$ cat config.mk
export PLATFORM = sky130hd
export DESIGN_NAME = controle_multiciclo
export DESIGN_NICKNAME = d
export VERILOG_FILES = /design/src/rtl/controle_multiciclo.sv
export SDC_FILE = /design/constraint.sdc
export NUM_CORES = 1
export LEC_CHECK = 0
export CELL_PAD_IN_SITES_DETAIL_PLACEMENT = 0
export CELL_PAD_IN_SITES_GLOBAL_PLACEMENT = 1
export CORE_AREA = 2 2 44 62
export DETAILED_ROUTE_END_ITERATION = 8
export DIE_AREA = 0 0 46 64
export GPL_TIMING_DRIVEN = 0
export PLACE_DENSITY = 0.78
export RECOVER_POWER = 100
export SYNTH_ARGS = -nofsm -noshare
export SYNTH_HDL_FRONTEND = slang
export SYNTH_SLANG_ARGS = --single-unit
$ cat constraint.sdc
create_clock -name clk -period 1.7 [get_ports clk]
set_clock_uncertainty 0.05 [all_clocks]
set_input_delay 0.34 -clock clk [delete_from_list [all_inputs] [get_ports clk]]
set_output_delay 0.34 -clock clk [all_outputs]
set_load 0.005 [all_outputs]
$ cat src/rtl/controle_multiciclo.sv
// Multi-cycle main control FSM for the RV32I core (fetch/decode/execute/memory/write-back).
// Optional retired-instruction counter enabled by defining CONTADOR_INSTRUCOES_EN.
module controle_multiciclo #(
  parameter int LARGURA_CONTADOR = 32,
  parameter int ESTADO_W         = 4
) (
  input  logic                        clk,
  input  logic                        rst_n,
  input  logic                        Habilita,
  input  logic [6:0]                  CodigoDaOperacao,
  input  logic                        Zero,
  input  logic                        MemPronta,
  output logic                        EscrevePC,
  output logic                        EscreveIR,
  output logic                        IouD,
  output logic                        LeMemoria,
  output logic                        EscreveMemoria,
  output logic                        EscreveRegistrador,
  output logic                        FonteULA,
  output logic                        MemParaReg,
  output logic [1:0]                  OperacaoULA,
  output logic                        Desvio,
  output logic                        Ilegal,
`ifdef CONTADOR_INSTRUCOES_EN
  output logic [LARGURA_CONTADOR-1:0] InstrRetiradas,
`endif
  output logic [ESTADO_W-1:0]         Estado
);

  localparam logic [3:0] INICIO      = 4'd0;
  localparam logic [3:0] BUSCA       = 4'd1;
  localparam logic [3:0] DECODIFICA  = 4'd2;
  localparam logic [3:0] EXECUTA     = 4'd3;
  localparam logic [3:0] ESCRITA_ULA = 4'd4;
  localparam logic [3:0] CALC_END    = 4'd5;
  localparam logic [3:0] LE_MEM      = 4'd6;
  localparam logic [3:0] ESCRITA_MEM = 4'd7;
  localparam logic [3:0] ESC_MEM     = 4'd8;
  localparam logic [3:0] DESVIO      = 4'd9;
  localparam logic [3:0] ILEGAL      = 4'd10;

  localparam logic [2:0] CL_NENHUMA = 3'd0;
  localparam logic [2:0] CL_R       = 3'd1;
  localparam logic [2:0] CL_IMM     = 3'd2;
  localparam logic [2:0] CL_LOAD    = 3'd3;
  localparam logic [2:0] CL_STORE   = 3'd4;
  localparam logic [2:0] CL_BRANCH  = 3'd5;

  logic [3:0] estado;
  logic [3:0] proximo;
  logic [2:0] classe;
  logic [2:0] classe_dec;

  always_comb begin
    classe_dec = CL_NENHUMA;
    case (CodigoDaOperacao)
      7'b0110011: classe_dec = CL_R;
      7'b0010011: classe_dec = CL_IMM;
      7'b0000011: classe_dec = CL_LOAD;
      7'b0100011: classe_dec = CL_STORE;
      7'b1100011: classe_dec = CL_BRANCH;
      default:    classe_dec = CL_NENHUMA;
    endcase
  end

  always_comb begin
    proximo = estado;
    case (estado)
      INICIO:      if (Habilita) proximo = BUSCA;
      BUSCA:       if (MemPronta) proximo = DECODIFICA;
      DECODIFICA: begin
        case (classe_dec)
          CL_R, CL_IMM:       proximo = EXECUTA;
          CL_LOAD, CL_STORE:  proximo = CALC_END;
          CL_BRANCH:          proximo = DESVIO;
          default:            proximo = ILEGAL;
        endcase
      end
      EXECUTA:     proximo = ESCRITA_ULA;
      ESCRITA_ULA: proximo = INICIO;
      // Load vs store is resolved from the latched class, not the live opcode.
      CALC_END:    proximo = (classe == CL_LOAD) ? LE_MEM : ESC_MEM;
      LE_MEM:      if (MemPronta) proximo = ESCRITA_MEM;
      ESCRITA_MEM: proximo = INICIO;
      ESC_MEM:     if (MemPronta) proximo = INICIO;
      DESVIO:      proximo = INICIO;
      ILEGAL:      proximo = ILEGAL;
      default:     proximo = INICIO;
    endcase
  end

  always_ff @(posedge clk or negedge rst_n) begin
    if (!rst_n) begin
      estado <= INICIO;
      classe <= CL_NENHUMA;
    end else begin
      estado <= proximo;
      if (estado == DECODIFICA) classe <= classe_dec;
    end
  end

  always_comb begin
    EscrevePC          = 1'b0;
    EscreveIR          = 1'b0;
    IouD               = 1'b0;
    LeMemoria          = 1'b0;
    EscreveMemoria     = 1'b0;
    EscreveRegistrador = 1'b0;
    FonteULA           = 1'b0;
    MemParaReg         = 1'b0;
    OperacaoULA        = 2'b00;
    Desvio             = 1'b0;
    Ilegal             = 1'b0;
    case (estado)
      BUSCA: begin
        LeMemoria = 1'b1;
        EscreveIR = MemPronta;
        EscrevePC = MemPronta;
      end
      EXECUTA: begin
        OperacaoULA = 2'b10;
        FonteULA    = (classe == CL_IMM);
      end
      ESCRITA_ULA: EscreveRegistrador = 1'b1;
      CALC_END:    FonteULA = 1'b1;
      LE_MEM: begin
        LeMemoria = 1'b1;
        IouD      = 1'b1;
      end
      ESCRITA_MEM: begin
        EscreveRegistrador = 1'b1;
        MemParaReg         = 1'b1;
      end
      ESC_MEM: begin
        EscreveMemoria = 1'b1;
        IouD           = 1'b1;
        FonteULA       = 1'b1;
      end
      DESVIO: begin
        Desvio      = 1'b1;
        OperacaoULA = 2'b01;
        EscrevePC   = Zero;
      end
      ILEGAL:  Ilegal = 1'b1;
      default: ;
    endcase
  end

  assign Estado = ESTADO_W'(estado);

`ifdef CONTADOR_INSTRUCOES_EN
  logic retira;
  assign retira = (proximo == INICIO) &&
                  ((estado == ESCRITA_ULA) || (estado == ESCRITA_MEM) ||
                   (estado == ESC_MEM) || (estado == DESVIO));

  always_ff @(posedge clk or negedge rst_n) begin
    if (!rst_n) InstrRetiradas <= '0;
    else if (retira) InstrRetiradas <= InstrRetiradas + 1'b1;
  end
`endif

endmodule

==> metrics.md, run 1 <==
| Metric | Value |
|---|---|
| Worst ir drop on vdd | 0.475 mV |
| Number of enable flip-flop cells after synthesis | 0 |
| 1st-iter DRT viols | 21 |
| Number of setup violations in the final report | 7 |
| Logic depth of the worst setup path including buffers | 7 |
| Hold wc startpoint | MemPronta |
| Clock network latency to the later pin of the worst-skew pair | 0.25 ns |
| Initial cell density of the core | 26.3% |
| Timing-limited maximum frequency | 545 MHz |
| Number of buffers created by CTS | 3 |
| Power Dens Cells | 1370 mW/mm² |
| Clock Tree Buf Depth | 2 |
| Combinational Power Share | 74.8% |
| Post-synthesis cell area | 623 µm² |
| Transition time of the tightest slew-check pin | 0.348 ns |
| Violations in the final reports | setup timing |
| Switching power summed over all nets | 0.000665 W |
| Family with the most delay on the worst path | buffers and inverters |
| Cell count after synthesis | 84 |
| Via Count | 822 |
| Max Cap Viol | 0 |
| Register-to-register setup slack | 0.15 ns |
| Global routing usage on met1 | 15.9% |
| CTS Sinks | 7 |
| Post-layout power | 0.00168 W |
| Placeable Area | 0.00236 mm² |
| Clock share of power | 9.0% |
| TritonCTS clock tree | built |
| Root Buffer | sky130_fd_sc_hd__clkbuf_4 |
| Post-Place Worst Slack | -0.408 ns |
| Mean instance size in the synthesized netlist | 7.42 µm² |
| DRT Wirelength | 2290 µm |
| Post-synthesis net count | 96 |
| Worst Hold Slack | 0.339 ns |
| Sw Ratio | 39.5% |
| RSZ-0062 raised after global routing | yes |
| Detailed placement HPWL | 1400 µm |
| Async set-reset flop share out of synthesis | 100% |
| Vias in the first global route | 850 |
| Routability congestion estimate | 0.772 |
| Leftover overflow at the end of global routing | 0 |
| Hold crit path type | primary input to register |
| Count of standard-cell rows | 21 |
| Initial antenna violation count | 0 |
| Critical-path cell with the highest stage delay | sky130_fd_sc_hd__dfrtp_1 |
| Sequential group share of total power | 16.2% |
| Origin of the critical flop-to-flop path | Estado[0] |
| Most used cell, CP | sky130_fd_sc_hd__buf_6 |
| Overall die height | 64 µm |
| First-pass GRT wire length | 3570 µm |
| Ys Warns | 0 |
| CP max stage delay | 0.40 ns |
| Max Slew Vio Count | 0 |
| Number of iterations in the first detailed-routing pass | 4 |
| Overall Global Routing Usage | 16.3% |
| Leakage | 0.584 nW |
| Endpoint of the most critical register-to-register path | Estado[1] |
| Die footprint | 0.00294 mm² |
| Crit Path Category | register to output pin |
| Count of unresolved DRC violations after routing | 0 |
| Number of routed nets with antenna violations | 0 |
| Busiest metal layer after global routing | met2 |
| Routing usage on met2 | 29.9% |
| Vias per cell | 4.98 |
| GRT met3 Usage | 3.39% |
| Ordered list of cells on the worst path | clkbuf_1, buf_6, buf_6, buf_6, a21oi_2, o2bb2ai_2, buf_2 |
| Diodes inserted | 0 |
| Critical Path RT | 1.31 ns |
| X dimension of the die | 46 µm |
| Fraction of final layout cells with drive strength greater than 1 | 47.2% |
| Hold-critical path endpoint | Estado[0] |
| Final Hold Fails | 0 |
| Cts hold-fix bufs | 0 |
| H-Tree Level Count | 1 |
| Relative max-transition margin | 76.7% |
| Critical path startpoint category | register |
| Synth-to-layout area growth | 96.8% |
| Net count, final | 155 |
| Outcome | finished with violations |
| Final setup slack of the worst path | -0.134 ns |
| Most used flip-flop cell after synthesis | sky130_fd_sc_hd__dfrtp_1 |
| # port buffers | 27 |
| Critical path fanouts, max | 4 |
| Unique masters post-synth | 35 |
| Crit path time final | 1.83 ns |
| Share of the clock period used by the worst path | 108% |
| R2R cell count | 7 |
| Routed len/inst | 13.9 µm |
| Number of I/O pins | 28 |
| Worst-path clk slew | 0.05 ns |
| Seq cells post-synth | 7 |
| Sum of buffers and inverters on the critical path | 5 |
| Signal arrival time at the worst endpoint | 1.44 ns |
| Internal power | 0.00102 W |
| Part of the Yosys area used for sequential elements | 28.1% |
| Pin count of the biggest net entering global routing | 11 |
| Worst hold stages | 2 |
| Kind of capture point of the worst setup path | output pin |
## sequential cells by signal, summed over array words and instances (netlist names)
signal and cells:
Estado 4, classe 3
## logic make-up after synthesis
kind of cell / share of synthesized area [%]
buf+inv: 7.23
flops: 28.1
xor+xnor: 2.81
mux: 1.81
simple gates: 36.9
compound gates: 23.1
## timing repair
action / CTS / global route
endpoints found under the setup margin: 12 / 14
cloned: 0 / 0
pin swaps: 5 / 9
setup buffers: 22 / 6
gates resized for setup: 66 / 22
## how the worst max path moves through the flow
stage	start	to	slack (ns)
detailed placement	MemPronta	EscrevePC	-0.41
floorplan	Estado[2]	FonteULA	0.22
global route	Estado[2]	FonteULA	-0.21
finish	Estado[0]	FonteULA	-0.13
CTS	Estado[2]	FonteULA	-0.17
global placement	MemPronta	EscrevePC	-0.40
## cells in the final DEF, fill, tap and decap left out, drive strengths merged, types with 3 or more instances in the layout
| master | count |
|---|---|
| o21ai | 5 |
| nor2 | 11 |
| dfrtp | 7 |
| a21oi | 7 |
| buf | 38 |
| inv | 3 |
| clkbuf | 9 |
| clkdlybuf4s50 | 12 |
| nand2 | 15 |
| nor3 | 4 |
| nand2b | 5 |
## metrics by stage
stage	TNS (ns)	instance area, µm²	util [%]	std cells
floorplan	0	623	-	84
global placement	-2.61	922	39.0	134
detailed placement	-2.66	922	39.0	134
CTS	-0.529	1150	48.8	160
global route	-1.17	1230	51.9	165
finish	-0.490	1230	51.9	165
## routing by layer
metal | vias up | part of all wire, %
li1 | 410 | -
met2 | 24 | 57
met4 | 0 | 2.4
met5 | - | 0
met1 | 380 | 35
met3 | 8 | 5.1
## cells in the mapped netlist, types with 2 or more instances
master / instances / area, µm²
sky130_fd_sc_hd__a21oi_1: 6 / 30.0
sky130_fd_sc_hd__buf_4: 3 / 22.5
sky130_fd_sc_hd__dfrtp_1: 7 / 175
sky130_fd_sc_hd__inv_1: 2 / 7.51
sky130_fd_sc_hd__nand2_1: 14 / 52.6
sky130_fd_sc_hd__nand2b_1: 4 / 25.0
sky130_fd_sc_hd__nand3_1: 2 / 10.0
sky130_fd_sc_hd__nor2_1: 11 / 41.3
sky130_fd_sc_hd__nor3_1: 4 / 20.0
sky130_fd_sc_hd__o21ai_0: 4 / 20.0
sky130_fd_sc_hd__or2b_1: 2 / 15.0
sky130_fd_sc_hd__xor2_1: 2 / 17.5
## power by group through the flow
stage	sequential (W)	combinational [W]	clock (W)
2_1_floorplan	0.000277	0.000440	0
3_3_place_gp	0.000284	0.000738	0
3_5_place_dp	0.000286	0.000742	0
4_1_cts	0.000273	0.00111	0.000158
5_1_grt	0.000278	0.00134	0.000171
6_report	0.000273	0.00126	0.000151
## area by class of cell
cell class                 instances  area [µm²]
inverter                           3        13.8
fill                             224        1140
buffer                             4        41.3
tap                               23        28.8
clock buffer                       4        26.3
sequential                         7         175
multi-input combinational         70         492
timing repair buffer              54         449
No activity file was read; power rests on OpenSTA's default activity.
==> run 2, diff against run 1 <==
Settings changed: CAP_MARGIN set to 20.
==> results of run 2 <==
Same layout as run 1: the final DEF is identical, and so are final timing and power.
